$ cat config.mk
export PLATFORM = sky130hd
export DESIGN_NAME = voice_scheduler
export DESIGN_NICKNAME = d
export VERILOG_FILES = /design/src/rtl/voice_pkg.sv /design/src/rtl/voice_picker.sv /design/src/rtl/voice_scheduler.sv
export SDC_FILE = /design/constraint.sdc
export NUM_CORES = 1
export LEC_CHECK = 0
export ABC_CLOCK_PERIOD_IN_PS = 8800
export BUFFER_PORTS_ARGS = -buffer_cell sky130_fd_sc_hd__buf_2
export CAP_MARGIN = 20
export CORE_MARGIN = 2
export CORE_UTILIZATION = 60
export DETAILED_ROUTE_END_ITERATION = 7
export PLACE_DENSITY = 0.8
export SLEW_MARGIN = 20
export SYNTH_ARGS = -nofsm -noshare
export SYNTH_HDL_FRONTEND = slang
export SYNTH_SLANG_ARGS = --single-unit
$ cat constraint.sdc
create_clock -name clk -period 8.8 [get_ports clk]
set_clock_uncertainty 0.15 [all_clocks]
set_input_delay 1.32 -clock clk [delete_from_list [all_inputs] [get_ports clk]]
set_output_delay 1.32 -clock clk [all_outputs]
set_load 0.01 [all_outputs]
$ cat src/rtl/voice_pkg.sv
// Shared types and field widths for the voice scheduler slice.
package voice_pkg;

  localparam int unsigned NOTE_W   = 6;
  localparam int unsigned DUR_W    = 6;
  localparam int unsigned STEREO_W = 2;

  localparam logic [NOTE_W-1:0] REST_NOTE = 6'd0;

  typedef enum logic [1:0] {
    IDLE,
    ALLOC,
    LOAD,
    DONE
  } state_e;

endpackage

$ cat src/rtl/voice_picker.sv
// Combinational voice selection: lowest-index free voice, otherwise (when
// stealing is enabled) the oldest busy voice with ties to the lowest index.
module voice_picker #(
  parameter int unsigned NUM_VOICES = 3,
  parameter int unsigned AGE_W      = 8,
  parameter bit          STEAL_EN   = 1'b1,
  parameter int unsigned SEL_W      = $clog2(NUM_VOICES)
) (
  input  logic [NUM_VOICES-1:0]            busy,
  input  logic [NUM_VOICES-1:0][AGE_W-1:0] age,
  output logic [SEL_W-1:0]                 sel,
  output logic                             sel_valid,
  output logic                             sel_is_steal
);

  logic             found;
  logic [SEL_W-1:0] free_sel;
  logic [SEL_W-1:0] old_sel;
  logic [AGE_W-1:0] old_age;

  always_comb begin
    found    = 1'b0;
    free_sel = '0;
    old_sel  = '0;
    old_age  = age[0];
    for (int unsigned i = 0; i < NUM_VOICES; i++) begin
      if (!found && !busy[i]) begin
        found    = 1'b1;
        free_sel = SEL_W'(i);
      end
    end
    // strict greater-than keeps the lowest index on equal ages
    for (int unsigned i = 1; i < NUM_VOICES; i++) begin
      if (age[i] > old_age) begin
        old_age = age[i];
        old_sel = SEL_W'(i);
      end
    end
    sel          = found ? free_sel : old_sel;
    sel_valid    = found || STEAL_EN;
    sel_is_steal = !found && STEAL_EN;
  end

endmodule

$ cat src/rtl/voice_scheduler.sv
// Allocates song-reader note requests onto a pool of note_players, tracking
// busy/age per voice and issuing one-cycle load pulses with the note fields.
module voice_scheduler
  import voice_pkg::*;
#(
  parameter int unsigned NUM_VOICES = 3,
  parameter int unsigned AGE_W      = 8,
  parameter bit          STEAL_EN   = 1'b1
) (
  input  logic                           clk,
  input  logic                           reset,
  input  logic                           beat,
  input  logic                           play_enable,
  input  logic                           req_valid,
  output logic                           req_ready,
  input  logic [NOTE_W-1:0]              req_note,
  input  logic [DUR_W-1:0]               req_duration,
  input  logic [STEREO_W-1:0]            req_stereo,
  input  logic [NUM_VOICES-1:0]          voice_done,
  output logic [NUM_VOICES-1:0]          voice_load,
  output logic [NOTE_W*NUM_VOICES-1:0]   voice_note,
  output logic [DUR_W*NUM_VOICES-1:0]    voice_duration,
  output logic [STEREO_W*NUM_VOICES-1:0] voice_stereo,
  output logic [NUM_VOICES-1:0]          voices_busy,
  output logic                           req_done,
  output logic                           steal_pulse
);

  localparam int unsigned SEL_W = $clog2(NUM_VOICES);

  state_e                                  state_q, state_d;
  logic [NOTE_W-1:0]                       rnote_q, rnote_d;
  logic [DUR_W-1:0]                        rdur_q, rdur_d;
  logic [STEREO_W-1:0]                     rstereo_q, rstereo_d;
  logic [SEL_W-1:0]                        sel_q, sel_d;
  logic [NUM_VOICES-1:0]                   busy_q, busy_d;
  logic [NUM_VOICES-1:0]                   load_q, load_d;
  logic [NUM_VOICES-1:0][AGE_W-1:0]        age_q, age_d;
  logic [NUM_VOICES-1:0][NOTE_W-1:0]       vnote_q, vnote_d;
  logic [NUM_VOICES-1:0][DUR_W-1:0]        vdur_q, vdur_d;
  logic [NUM_VOICES-1:0][STEREO_W-1:0]     vstereo_q, vstereo_d;
  logic                                    req_done_q, req_done_d;
  logic                                    steal_q, steal_d;

  logic [SEL_W-1:0] pick_sel;
  logic             pick_valid;
  logic             pick_steal;
  logic             hs;
  logic             tick;
  logic             load_hit;

  voice_picker #(
    .NUM_VOICES (NUM_VOICES),
    .AGE_W      (AGE_W),
    .STEAL_EN   (STEAL_EN),
    .SEL_W      (SEL_W)
  ) u_picker (
    .busy         (busy_q),
    .age          (age_q),
    .sel          (pick_sel),
    .sel_valid    (pick_valid),
    .sel_is_steal (pick_steal)
  );

  assign req_ready = reset & play_enable & (state_q == IDLE);
  assign hs        = req_valid & req_ready;
  assign tick      = beat & play_enable;

  // Pulses and voice fields are registered on leaving ALLOC/DONE so they all
  // appear together two cycles after the handshake; busy/age follow in LOAD.
  always_comb begin
    state_d    = state_q;
    rnote_d    = rnote_q;
    rdur_d     = rdur_q;
    rstereo_d  = rstereo_q;
    sel_d      = sel_q;
    vnote_d    = vnote_q;
    vdur_d     = vdur_q;
    vstereo_d  = vstereo_q;
    load_d     = '0;
    req_done_d = 1'b0;
    steal_d    = 1'b0;

    unique case (state_q)
      IDLE: begin
        if (hs) begin
          rnote_d   = req_note;
          rdur_d    = req_duration;
          rstereo_d = req_stereo;
          state_d   = (req_note == REST_NOTE) ? DONE : ALLOC;
        end
      end
      ALLOC: begin
        if (pick_valid) begin
          sel_d              = pick_sel;
          vnote_d[pick_sel]  = rnote_q;
          vdur_d[pick_sel]   = rdur_q;
          vstereo_d[pick_sel] = rstereo_q;
          load_d[pick_sel]   = 1'b1;
          req_done_d         = 1'b1;
          steal_d            = pick_steal;
          state_d            = LOAD;
        end
      end
      LOAD: begin
        state_d = IDLE;
      end
      DONE: begin
        req_done_d = 1'b1;
        state_d    = IDLE;
      end
      default: state_d = IDLE;
    endcase
  end

  always_comb begin
    busy_d   = busy_q;
    age_d    = age_q;
    load_hit = 1'b0;
    for (int unsigned i = 0; i < NUM_VOICES; i++) begin
      load_hit  = (state_q == LOAD) && (sel_q == SEL_W'(i));
      busy_d[i] = (busy_q[i] & ~voice_done[i]) | load_hit;
      if (load_hit || !busy_d[i]) begin
        age_d[i] = '0;
      end else if (busy_q[i] && tick && (age_q[i] != '1)) begin
        age_d[i] = age_q[i] + AGE_W'(1);
      end
    end
  end

  always_ff @(posedge clk or negedge reset) begin
    if (!reset) begin
      state_q    <= IDLE;
      rnote_q    <= '0;
      rdur_q     <= '0;
      rstereo_q  <= '0;
      sel_q      <= '0;
      busy_q     <= '0;
      load_q     <= '0;
      age_q      <= '0;
      vnote_q    <= '0;
      vdur_q     <= '0;
      vstereo_q  <= '0;
      req_done_q <= 1'b0;
      steal_q    <= 1'b0;
    end else begin
      state_q    <= state_d;
      rnote_q    <= rnote_d;
      rdur_q     <= rdur_d;
      rstereo_q  <= rstereo_d;
      sel_q      <= sel_d;
      busy_q     <= busy_d;
      load_q     <= load_d;
      age_q      <= age_d;
      vnote_q    <= vnote_d;
      vdur_q     <= vdur_d;
      vstereo_q  <= vstereo_d;
      req_done_q <= req_done_d;
      steal_q    <= steal_d;
    end
  end

  assign voice_load     = load_q;
  assign voice_note     = vnote_q;
  assign voice_duration = vdur_q;
  assign voice_stereo   = vstereo_q;
  assign voices_busy    = busy_q;
  assign req_done       = req_done_q;
  assign steal_pulse    = steal_q;

endmodule

== Yosys cells after proc, flatten, opt, wreduce, memory -nomap -nowiden ==
Cells that the tools add are included.

* Output and inout port bits: 51
* Register bits: 92
* Word-level logic and storage cells: 111

* Muxes and demuxes: 30
* $add $sub $neg: 3
* $lt $le $gt $ge: 4
* Equality and inequality tests: 9
* Reduce and logical (&&, ||, !) cells: 31
* Bitwise gates (word level): 13

{| class="wikitable"
|+ Operators by type and width
! operator !! number
|-
| $mux W8 || 7
|-
| $bwmux W18 || 2
|-
| $add A8 B1 Y8 const B || 3
|-
| $ne A8 B8 Y1 const B || 3
|-
| $gt A8 B8 Y1 || 2
|-
| $demux W6 S2 || 1
|-
| $logic_and A1 B1 Y1 || 12
|-
| $mux W2 || 6
|-
| $mux W1 || 8
|-
| $and A1 B1 Y1 || 7
|-
| $logic_not A1 Y1 || 7
|-
| $bwmux W6 || 1
|-
| $eq A2 B2 Y1 const B || 3
|-
| $logic_not A6 Y1 || 1
|-
| $mux W6 || 1
|-
| $pmux W2 S3 || 1
|-
| $reduce_bool A2 Y1 || 3
|-
| $demux W2 S2 || 1
|-
| $eq A2 B1 Y1 const B || 2
|-
| $logic_not A2 Y1 || 2
|-
| $reduce_or A2 Y1 || 2
|-
| $logic_or A1 B1 Y1 || 3
|-
| $lt A2 B3 Y1 const B || 1
|-
| $mux W3 || 1
|-
| 6 further kinds || 10
|}

== Longest topological paths before layout ==
Gate-level depths: netlist (run 1).

* Depth in word-level cells: 12
* Gate-level depth with buffers: 19
* Mapped depth without buffers: 15

== Modules after synthesis ==
A second synthesis (run 1) with hierarchy kept.

* Cells, all modules: 350
* Area total of the unflattened synthesis: 4463.0 sq um

{| class="wikitable"
|+ By module, submodules not included
! module !! cells each !! times used !! sequential area each (sq um) !! area an instance (sq um)
|-
| voice_scheduler || 285 || 1 || 2302.2 || 3933.8
|-
| voice_picker || 65 || 1 || 0.0 || 529.3
|}

== Worst setup path before layout (run 1) ==
OpenSTA, ideal clock, no wires.

* Path type: reg2reg
* Start: register age_q[7] (netlist bit)
* End: register vdur_q, in the netlist voice_duration[5]
* Slack: 4.925 ns
* Stages on the path, launching flop included: 16
* Path buffers: 3
* Arrival: 3.600 ns
* Setup time: 0.125 ns
* Cell sequence: dfrtp_1 > inv_1 > ha_1 > nand4_1 > o21ai_0 > and2_1 > buf_2 > buf_2 > mux2i_1 > ha_1 > and4_1 > o31ai_2 > o2111ai_2 > a21oi_4 > buf_12 > mux2_4

* Word-level cells in the longest chain between the ends: 10
* Elaborated cells between the ends (all ways): 12
* Classes of those cells: order compare: 4; mux: 7; reduce/logical: 1

{| class="wikitable"
|+ Ends and longest elaborated chain
! item !! line !! text
|-
| start, declared || voice_scheduler.sv:38 || <nowiki>logic [NUM_VOICES-1:0][AGE_W-1:0] age_q, age_d;</nowiki>
|-
| start signal, assigned || voice_scheduler.sv:154 || <nowiki>age_q <= age_d;</nowiki>
|-
| $gt A8 B8 Y1 || voice_picker.sv:34 || <nowiki>if (age[i] > old_age) begin</nowiki>
|-
| $mux W8 || voice_picker.sv:34 ||
|-
| $gt A8 B8 Y1 || voice_picker.sv:34 ||
|-
| $mux W2 (*) || voice_picker.sv:34 ||
|-
| $mux W2 (*) || voice_picker.sv:39 || <nowiki>sel = found ? free_sel : old_sel;</nowiki>
|-
| $lt A2 B3 Y1 (not written as such) or $ge A2 B1 Y1 (tied branches) || voice_scheduler.sv:97 || <nowiki>vdur_d[pick_sel] = rdur_q;</nowiki>
|-
| $logic_and A1 B1 Y1 (not written as such) || voice_scheduler.sv:97 ||
|-
| $mux W6 (not written as such) || voice_scheduler.sv:97 ||
|-
| $demux W6 S2 (*) || voice_scheduler.sv:97 ||
|-
| $bwmux W18 (*) || voice_scheduler.sv:97 ||
|-
| end signal, assigned || voice_scheduler.sv:156 || <nowiki>vdur_q <= vdur_d;</nowiki>
|-
| end, declared || voice_scheduler.sv:40 || <nowiki>logic [NUM_VOICES-1:0][DUR_W-1:0] vdur_q, vdur_d;</nowiki>
|}

Mark *: on every way between the ends. The rest lies on a longest branch, timed or not.
A chain may end at the register's enable or synchronous reset.

== Worst setup path after layout (run 1) ==
* Start: register age_q[7] (netlist bit)
* End: register vdur_q, in the netlist voice_duration[1]

The elaborated chain is that of the path after synthesis.

==> impl_metrics.py, run 1 <==
metrics = {
    "cts": {
        "ctsLongestPathBuffers": 2,
        "clock_latency_ns": 0.38,
        "postCtsSetupBuffers": 0,
        "cts.clk_slew.worst_paths_ns": 0.09,
        "hold_buffers": 0,
        "cts_root_buf": "clkbuf_8",
        "cts_tree": "built",
        "cts_resized": 0,
        "cts.sinks": 92,
        "htree_levels": 3,
        "cts_buffers": 9,
    },
    "yosys": {
        "synth_warnings": 0,
        "synth.distinct_cells": 39,
        "syn_area_sq_um": 4560,
        "synth_edf_count": 0,
        "synth-main-ff-cell": "dfrtp_1",
        "syn-num-nets": 449,
        "syn_inst": 408,
        "ys_seq_area_frac": 0.505,
        "avgSynthCellArea_sq_um": 11.2,
        "ys_seq_elements": 92,
        "async_flop_share": 1.00,
    },
    "critical_path": {
        "required_ns": 8.91,
        "cp_data_arrival_time_ns": 4.84,
        "cp_slowest_cell": "and2_1",
        "crit_buf_inv": 1,
        "cp_common_cell": "ha_1",
        "startpoint_type": "flip-flop",
        "cp_slowest_stage_delay_ns": 0.71,
        "crit_path_cell_trace": "inv_1 > ha_1 > nand4_1 > o21ai_0 > and2_1 > mux2i_1 > ha_1 > and4_1 > o31ai_2 > o2111ai_2 > a21oi_4 > mux2_2",
        "critPathTopFamily": "compound AO/OA/AOI/OAI gates",
        "worstSetupPathType": "flip-flop to flip-flop",
        "end_kind": "flip-flop",
        "path_max_fanout": 19,
    },
    "timing": {
        "setup_viol": 0,
        "hold_violations": 0,
        "max_freq_ghz": 0.212,
        "tightest_slew_ns": 0.845,
        "grt_setup_unrepaired": "no",
        "period_share": 0.537,
        "tns_ns": 0,
        "slew_viol_final": 0,
        "relSlewSlack": 0.437,
        "layout_min_cycle_time_ns": 4.73,
    },
    "detailed_routing": {
        "ant_nets": 0,
        "route.vias.total": 3468,
        "detail_route.wl_per_cell_microns": 17.5,
        "viasPerCell": 6.00,
        "drc_errors": 0,
        "firstDrtPassIters": 5,
        "drtIter0Drc": 269,
        "totalWireLength_microns": 10100,
    },
    "layout": {
        "final_cell_mix": "92 x dfrtp_1, 71 x buf_2, 33 x nor2_1, 33 x mux2_2",
        "postLayoutCoreUtil": 0.708,
        "nFillCells": 542,
        "regArea_sq_um": 2300,
        "multiInputGateArea_sq_um": 2110,
        "final_cell_area_sq_um": 5160,
        "area_growth_pct": 13.3,
        "final_common_cell": "dfrtp_1",
        "drive_gt1_frac": 0.292,
        "n_antenna_cell": 0,
        "nets": 516,
    },
    "run": {
        "timing.max_cap.violations": 0,
    },
    "global_route": {
        "antenna_found_initial": 0,
        "grt_usage": 0.257,
        "grt_remaining_overflow": 0,
        "grt_max_degree": 70,
        "grt_pass1_vias": 3296,
        "grt_pass1_wl_microns": 16900,
    },
    "die": {
        "die-area_sq_um": 8310,
        "io_pins": 73,
        "core.rowCount": 31,
        "core-area_sq_um": 7290,
        "dieHeight_microns": 91.2,
        "dieWidth_microns": 91.2,
        "initial_core_util": 0.625,
    },
    "pwr": {
        "leakage_nw": 2.53,
        "powerDensity_nw_per_um2": 203,
        "worst_ir_drop_vdd_mv": 0.118,
    },
    "place": {
        "portBuffers": 72,
        "placedInstanceArea_sq_um": 4970,
        "post-dp-hpwl_microns": 6920,
        "gp_congestion": 0.857,
    },
    "run_status": {
        "outcome": "finished, final reports clean",
    },
    "worst_hold_path": {
        "min_path_type": "flip-flop to flip-flop",
    },
}
-- synth_stat cells, types with 2 or more instances --
| cell | instances | area [sq um] |
|---|---|---|
| a211o_1 | 2 | 17.5 |
| a21oi_1 | 21 | 105 |
| a31oi_1 | 2 | 12.5 |
| and2_1 | 2 | 12.5 |
| and3_1 | 23 | 144 |
| and4_1 | 2 | 17.5 |
| buf_2 | 7 | 35.0 |
| clkbuf_1 | 10 | 37.5 |
| dfrtp_1 | 92 | 2300 |
| ha_1 | 19 | 238 |
| inv_1 | 14 | 52.6 |
| mux2_2 | 33 | 372 |
| mux2_4 | 9 | 135 |
| mux2i_1 | 9 | 90.1 |
| nand2_1 | 20 | 75.1 |
| nand2b_1 | 3 | 18.8 |
| nand3_1 | 18 | 90.1 |
| nand3b_1 | 3 | 22.5 |
| nand4_1 | 23 | 144 |
| nor2_1 | 33 | 124 |
| nor2b_1 | 2 | 12.5 |
| nor3_1 | 2 | 10.0 |
| o211ai_1 | 16 | 120 |
| o21ai_0 | 9 | 45.0 |
| or2_2 | 2 | 12.5 |
| or3_1 | 2 | 12.5 |
| xnor2_1 | 9 | 78.8 |
| xor2_1 | 10 | 87.6 |
-- per-layer routing --
| metal | routed length (microns) | GRT usage | vias to the layer above |
|---|---|---|---|
| li1 | - | - | 1602 |
| met1 | 4650 | 0.378 | 1735 |
| met2 | 4770 | 0.381 | 114 |
| met3 | 521 | 0.0390 | 17 |
| met4 | 193 | 0.114 | 0 |
| met5 | 0 | 0 | - |
-- through the flow --
| step | std cells | setup WS (ns) | power, mW | hold slack [ns] |
|---|---|---|---|---|
| 4_1_cts | 578 | 4.08 | 1.05 | 0.329 |
| 5_1_grt | 578 | 3.74 | 1.10 | 0.367 |
| 3_5_place_dp | 563 | 4.09 | 0.764 | 0.290 |
| 2_1_floorplan | 408 | 4.93 | 0.662 | 0.290 |
| 3_3_place_gp | 563 | 4.19 | 0.752 | 0.287 |
| 6_report | 578 | 4.07 | 1.05 | 0.341 |
-- kinds of logic after synthesis --
family | after synthesis | share of synthesized area
adders and majority gates | 19 | 0.0522
AOI/OAI and AO/OA | 56 | 0.0821
DFF | 92 | 0.505
xor gates and xnor gates | 19 | 0.0365
muxes | 51 | 0.131
and+or+nand+nor | 139 | 0.161
buffers and inverters | 32 | 0.0318
-- report_power, final --
group | switching (mW) | internal [mW] | total [mW]
Sequential | 0.0641 | 0.495 | 0.559
Combinational | 0.0941 | 0.103 | 0.197
Clock | 0.157 | 0.133 | 0.291
-- state kept, by name, indices dropped and copies added, names as in the netlist, 3 cells and up --
| register | count |
|---|---|
| voice_duration | 18 |
| voice_stereo | 6 |
| rnote_q | 6 |
| rdur_q | 6 |
| voice_load | 3 |
| voice_note | 18 |
| age_q | 24 |
| voices_busy | 3 |
-- worst paths after layout --
| check | slack [ns] | cells after the start | startpoint | end |
|---|---|---|---|---|
| min in group asynchronous | 0.68 | 1 | reset | age_q[21]$_DFFE_PN0P_ |
| max in group asynchronous | 6.68 | 2 | reset | voice_duration[3]$_DFFE_PN0P_ |
| max | 4.07 | 12 | age_q[7]$_DFFE_PN0P_ | voice_duration[1]$_DFFE_PN0P_ |
| min reg2reg | 0.34 | 0 | state_q[0]$_DFFE_PN0P_ | req_done$_DFF_PN0_ |
| min | 0.34 | 0 | state_q[0]$_DFFE_PN0P_ | req_done$_DFF_PN0_ |
| max reg2reg | 4.07 | 12 | age_q[7]$_DFFE_PN0P_ | voice_duration[1]$_DFFE_PN0P_ |
-- worst register-to-register path: stages, from the launching register on --
cell	delay (ns)
dfrtp_1	0.39
inv_1	0.07
ha_1	0.31
nand4_1	0.16
o21ai_0	0.35
and2_1	0.71
mux2i_1	0.32
ha_1	0.28
and4_1	0.22
o31ai_2	0.43
o2111ai_2	0.18
a21oi_4	0.64
mux2_2	0.41
-- cell type report --
class / count / area share
Sequential cell: 92 / 0.446
Multi-Input combinational cell: 284 / 0.409
Timing Repair Buffer: 74 / 0.0732
Clock buffer: 9 / 0.0240
Tap cell: 99 / 0.0240
Clock inverter: 6 / 0.0141
Inverter: 14 / 0.0102
No activity file was read; power rests on OpenSTA's default activity.
==> inputs of run 2 (changes only) <==
--- a/config.mk
+++ b/config.mk
@@ -5,13 +5,13 @@
 export SDC_FILE = /design/constraint.sdc
 export NUM_CORES = 1
 export LEC_CHECK = 0
-export ABC_CLOCK_PERIOD_IN_PS = 8800
+export ABC_CLOCK_PERIOD_IN_PS = 4490
 export BUFFER_PORTS_ARGS = -buffer_cell sky130_fd_sc_hd__buf_2
 export CAP_MARGIN = 20
 export CORE_MARGIN = 2
-export CORE_UTILIZATION = 60
+export CORE_UTILIZATION = 57
 export DETAILED_ROUTE_END_ITERATION = 7
-export PLACE_DENSITY = 0.8
+export PLACE_DENSITY = 0.76
 export SLEW_MARGIN = 20
 export SYNTH_ARGS = -nofsm -noshare
 export SYNTH_HDL_FRONTEND = slang
==> constraint.sdc (replaced) <==
create_clock -name clk -period 4.49 [get_ports clk]
set_clock_uncertainty 0.15 [all_clocks]
set_input_delay 0.6735 -clock clk [delete_from_list [all_inputs] [get_ports clk]]
set_output_delay 0.6735 -clock clk [all_outputs]
set_load 0.01 [all_outputs]
==> run 2 against run 1 <==
- via count fell by 0.89%
- largest power group unchanged
- maximum frequency rose by 14%
- flip-flop and latch count did not move
- non-clock buffer count rose by 3
- cell count rose by 1.0%
- combinational power rose by 94%
- wire length fell by 0.61%
- total power rose by 95%
- largest cell class unchanged
- sequential power rose by 95%
==> impl_metrics.py, run 2 (synthesized netlist as in run 1, its figures left out) <==
metrics = {
    "run_status": {
        "outcome": "finished, final reports clean",
    },
    "cts": {
        "clock_latency_ns": 0.37,
        "cts_root_buf": "clkbuf_8",
        "cts_buffers": 9,
        "postCtsSetupBuffers": 0,
        "htree_levels": 3,
        "cts.sinks": 92,
        "cts_tree": "built",
        "ctsLongestPathBuffers": 2,
        "cts.clk_slew.worst_paths_ns": 0.09,
    },
    "critical_path": {
        "startpoint_type": "flip-flop",
        "path_max_fanout": 15,
        "r2r_cells": 13,
        "ff2ff_setup_slack_ns": 0.34,
        "end_kind": "flip-flop",
        "cp_data_arrival_time_ns": 4.25,
        "r2r_start": "age_q[7]$_DFFE_PN0P_",
        "r2r_end": "voice_duration[1]$_DFFE_PN0P_",
        "required_ns": 4.59,
        "worstSetupPathType": "flip-flop to flip-flop",
    },
    "global_route": {
        "grt_remaining_overflow": 0,
        "grt_usage": 0.244,
        "grt_pass1_vias": 3367,
        "antenna_found_initial": 0,
        "grt_max_degree": 74,
        "grt_pass1_wl_microns": 16500,
    },
    "place": {
        "portBuffers": 72,
        "gp_congestion": 0.805,
        "post-dp-hpwl_microns": 7040,
        "pre_cts_ws_ns": 0.342,
    },
    "run": {
        "timing.max_cap.violations": 0,
    },
    "detailed_routing": {
        "totalWireLength_microns": 10100,
        "route.vias.total": 3437,
        "viasPerCell": 5.89,
        "drtIter0Drc": 173,
        "firstDrtPassIters": 5,
        "ant_nets": 0,
        "detail_route.wl_per_cell_microns": 17.3,
        "drc_errors": 0,
    },
    "pwr": {
        "worst_ir_drop_vdd_mv": 0.226,
        "powerDensity_nw_per_um2": 392,
        "fin_total_pwr_mw": 2.04,
        "leakage_nw": 2.54,
    },
    "timing": {
        "period_share": 0.924,
        "tightest_slew_ns": 0.902,
        "tns_ns": 0,
        "hold_violations": 0,
        "relSlewSlack": 0.399,
        "layout_min_cycle_time_ns": 4.15,
        "slew_viol_final": 0,
        "max_freq_ghz": 0.241,
        "setup_viol": 0,
        "grt_setup_unrepaired": "no",
        "worst_slack_ns": 0.339,
    },
    "layout": {
        "top_register": "age_q",
        "largest_reg_flops": 24,
        "final_cell_mix": "92 x dfrtp_1, 71 x buf_2, 33 x nor2_1, 33 x mux2_2",
        "nets": 519,
        "area_growth_pct": 14.0,
        "n_antenna_cell": 0,
        "drive_gt1_frac": 0.297,
        "final_common_cell": "dfrtp_1",
    },
    "die": {
        "dieWidth_microns": 93.4,
        "core-area_sq_um": 7730,
        "core.rowCount": 32,
        "die-area_sq_um": 8730,
        "io_pins": 73,
        "dieHeight_microns": 93.4,
        "initial_core_util": 0.590,
    },
    "worst_hold_path": {
        "min_path_type": "input port to async pin",
    },
}
==> run 2: changes by cell type in the layout (fill, tap and decap cells not counted) <==
| cell | change |
|---|---|
| buf_4 | +3 |
| clkinv_4 | -1 |
| clkinvlp_4 | +1 |
| nand3_2 | -1 |
| nand3_4 | +1 |
==> run 2: layer usage <==
metal  vias up  global-route usage  share of wire  wire, microns
met3        13              0.0411          0.058            584
met4         0              0.0846          0.014            144
met1      1693               0.347           0.46           4660
li1       1612                   -              -              -
met5         -                   0              0              0
met2       119               0.379           0.46           4680
==> run 2: power by group <==
| part | switching (mW) | leakage [nW] | internal (mW) |
|---|---|---|---|
| registers | 0.122 | 1.21 | 0.970 |
| logic | 0.181 | 1.24 | 0.201 |
| clock network | 0.305 | 0.0927 | 0.260 |
| total | 0.608 | 2.54 | 1.43 |
==> run 2: metrics by stage <==
step / hold slack (ns) / instances / cell area, sq um / util
3_5_place_dp: 0.306 / 569 / 4990 / 0.646
5_1_grt: 0.0390 / 584 / 5200 / 0.672
4_1_cts: 0.0289 / 584 / 5190 / 0.671
3_3_place_gp: 0.285 / 569 / 4990 / 0.646
2_1_floorplan: 0.228 / 408 / 4560 / -
6_report: 0.0288 / 584 / 5200 / 0.672
==> run 2: how the worst max path moves through the flow <==
| stage | slack (ns) | end | start | cells past startpoint |
|---|---|---|---|---|
| 6_report | 0.34 | voice_duration[1]$_DFFE_PN0P_ | age_q[7]$_DFFE_PN0P_ | 13 |
| 3_3_place_gp | 0.49 | voice_duration[2]$_DFFE_PN0P_ | age_q[1]$_DFFE_PN0P_ | 14 |
| 3_5_place_dp | 0.34 | voice_stereo[4]$_DFFE_PN0P_ | age_q[1]$_DFFE_PN0P_ | 14 |
| 4_1_cts | 0.31 | voice_stereo[4]$_DFFE_PN0P_ | age_q[1]$_DFFE_PN0P_ | 14 |
| 5_1_grt | 0.03 | voice_duration[2]$_DFFE_PN0P_ | age_q[3]$_DFFE_PN0P_ | 14 |
| 2_1_floorplan | 0.62 | voice_duration[5]$_DFFE_PN0P_ | age_q[7]$_DFFE_PN0P_ | 15 |
==> run 2: repair_timing <==
action | 4_1_cts | 5_1_grt
setup endpoints to repair | 0 | 14
hold buffers | 0 | 0
resized for setup | 0 | 1
hold endpoints to repair | 0 | 0
==> run 2: worst max-delay path: stages (launching register included) <==
cell and delay, ns:
dfrtp_1 0.40, inv_1 0.08, ha_1 0.32, nand4_1 0.15, o21ai_0 0.34, nand2_1 0.28, mux2i_1 0.28, ha_1 0.28
and4_1 0.24, o31ai_2 0.43, o2111ai_2 0.18, a21oi_4 0.19, buf_4 0.32, mux2_2 0.37
==> run 2: layout make-up <==
type,instances,area [sq um]
fillers,612,2530
flip-flops and latches,92,2300
multi-input cells,284,2120
repair buffers,77,400
well taps,102,128
clock buffers,9,124
clock inverters,6,71.3
inverters,14,52.6
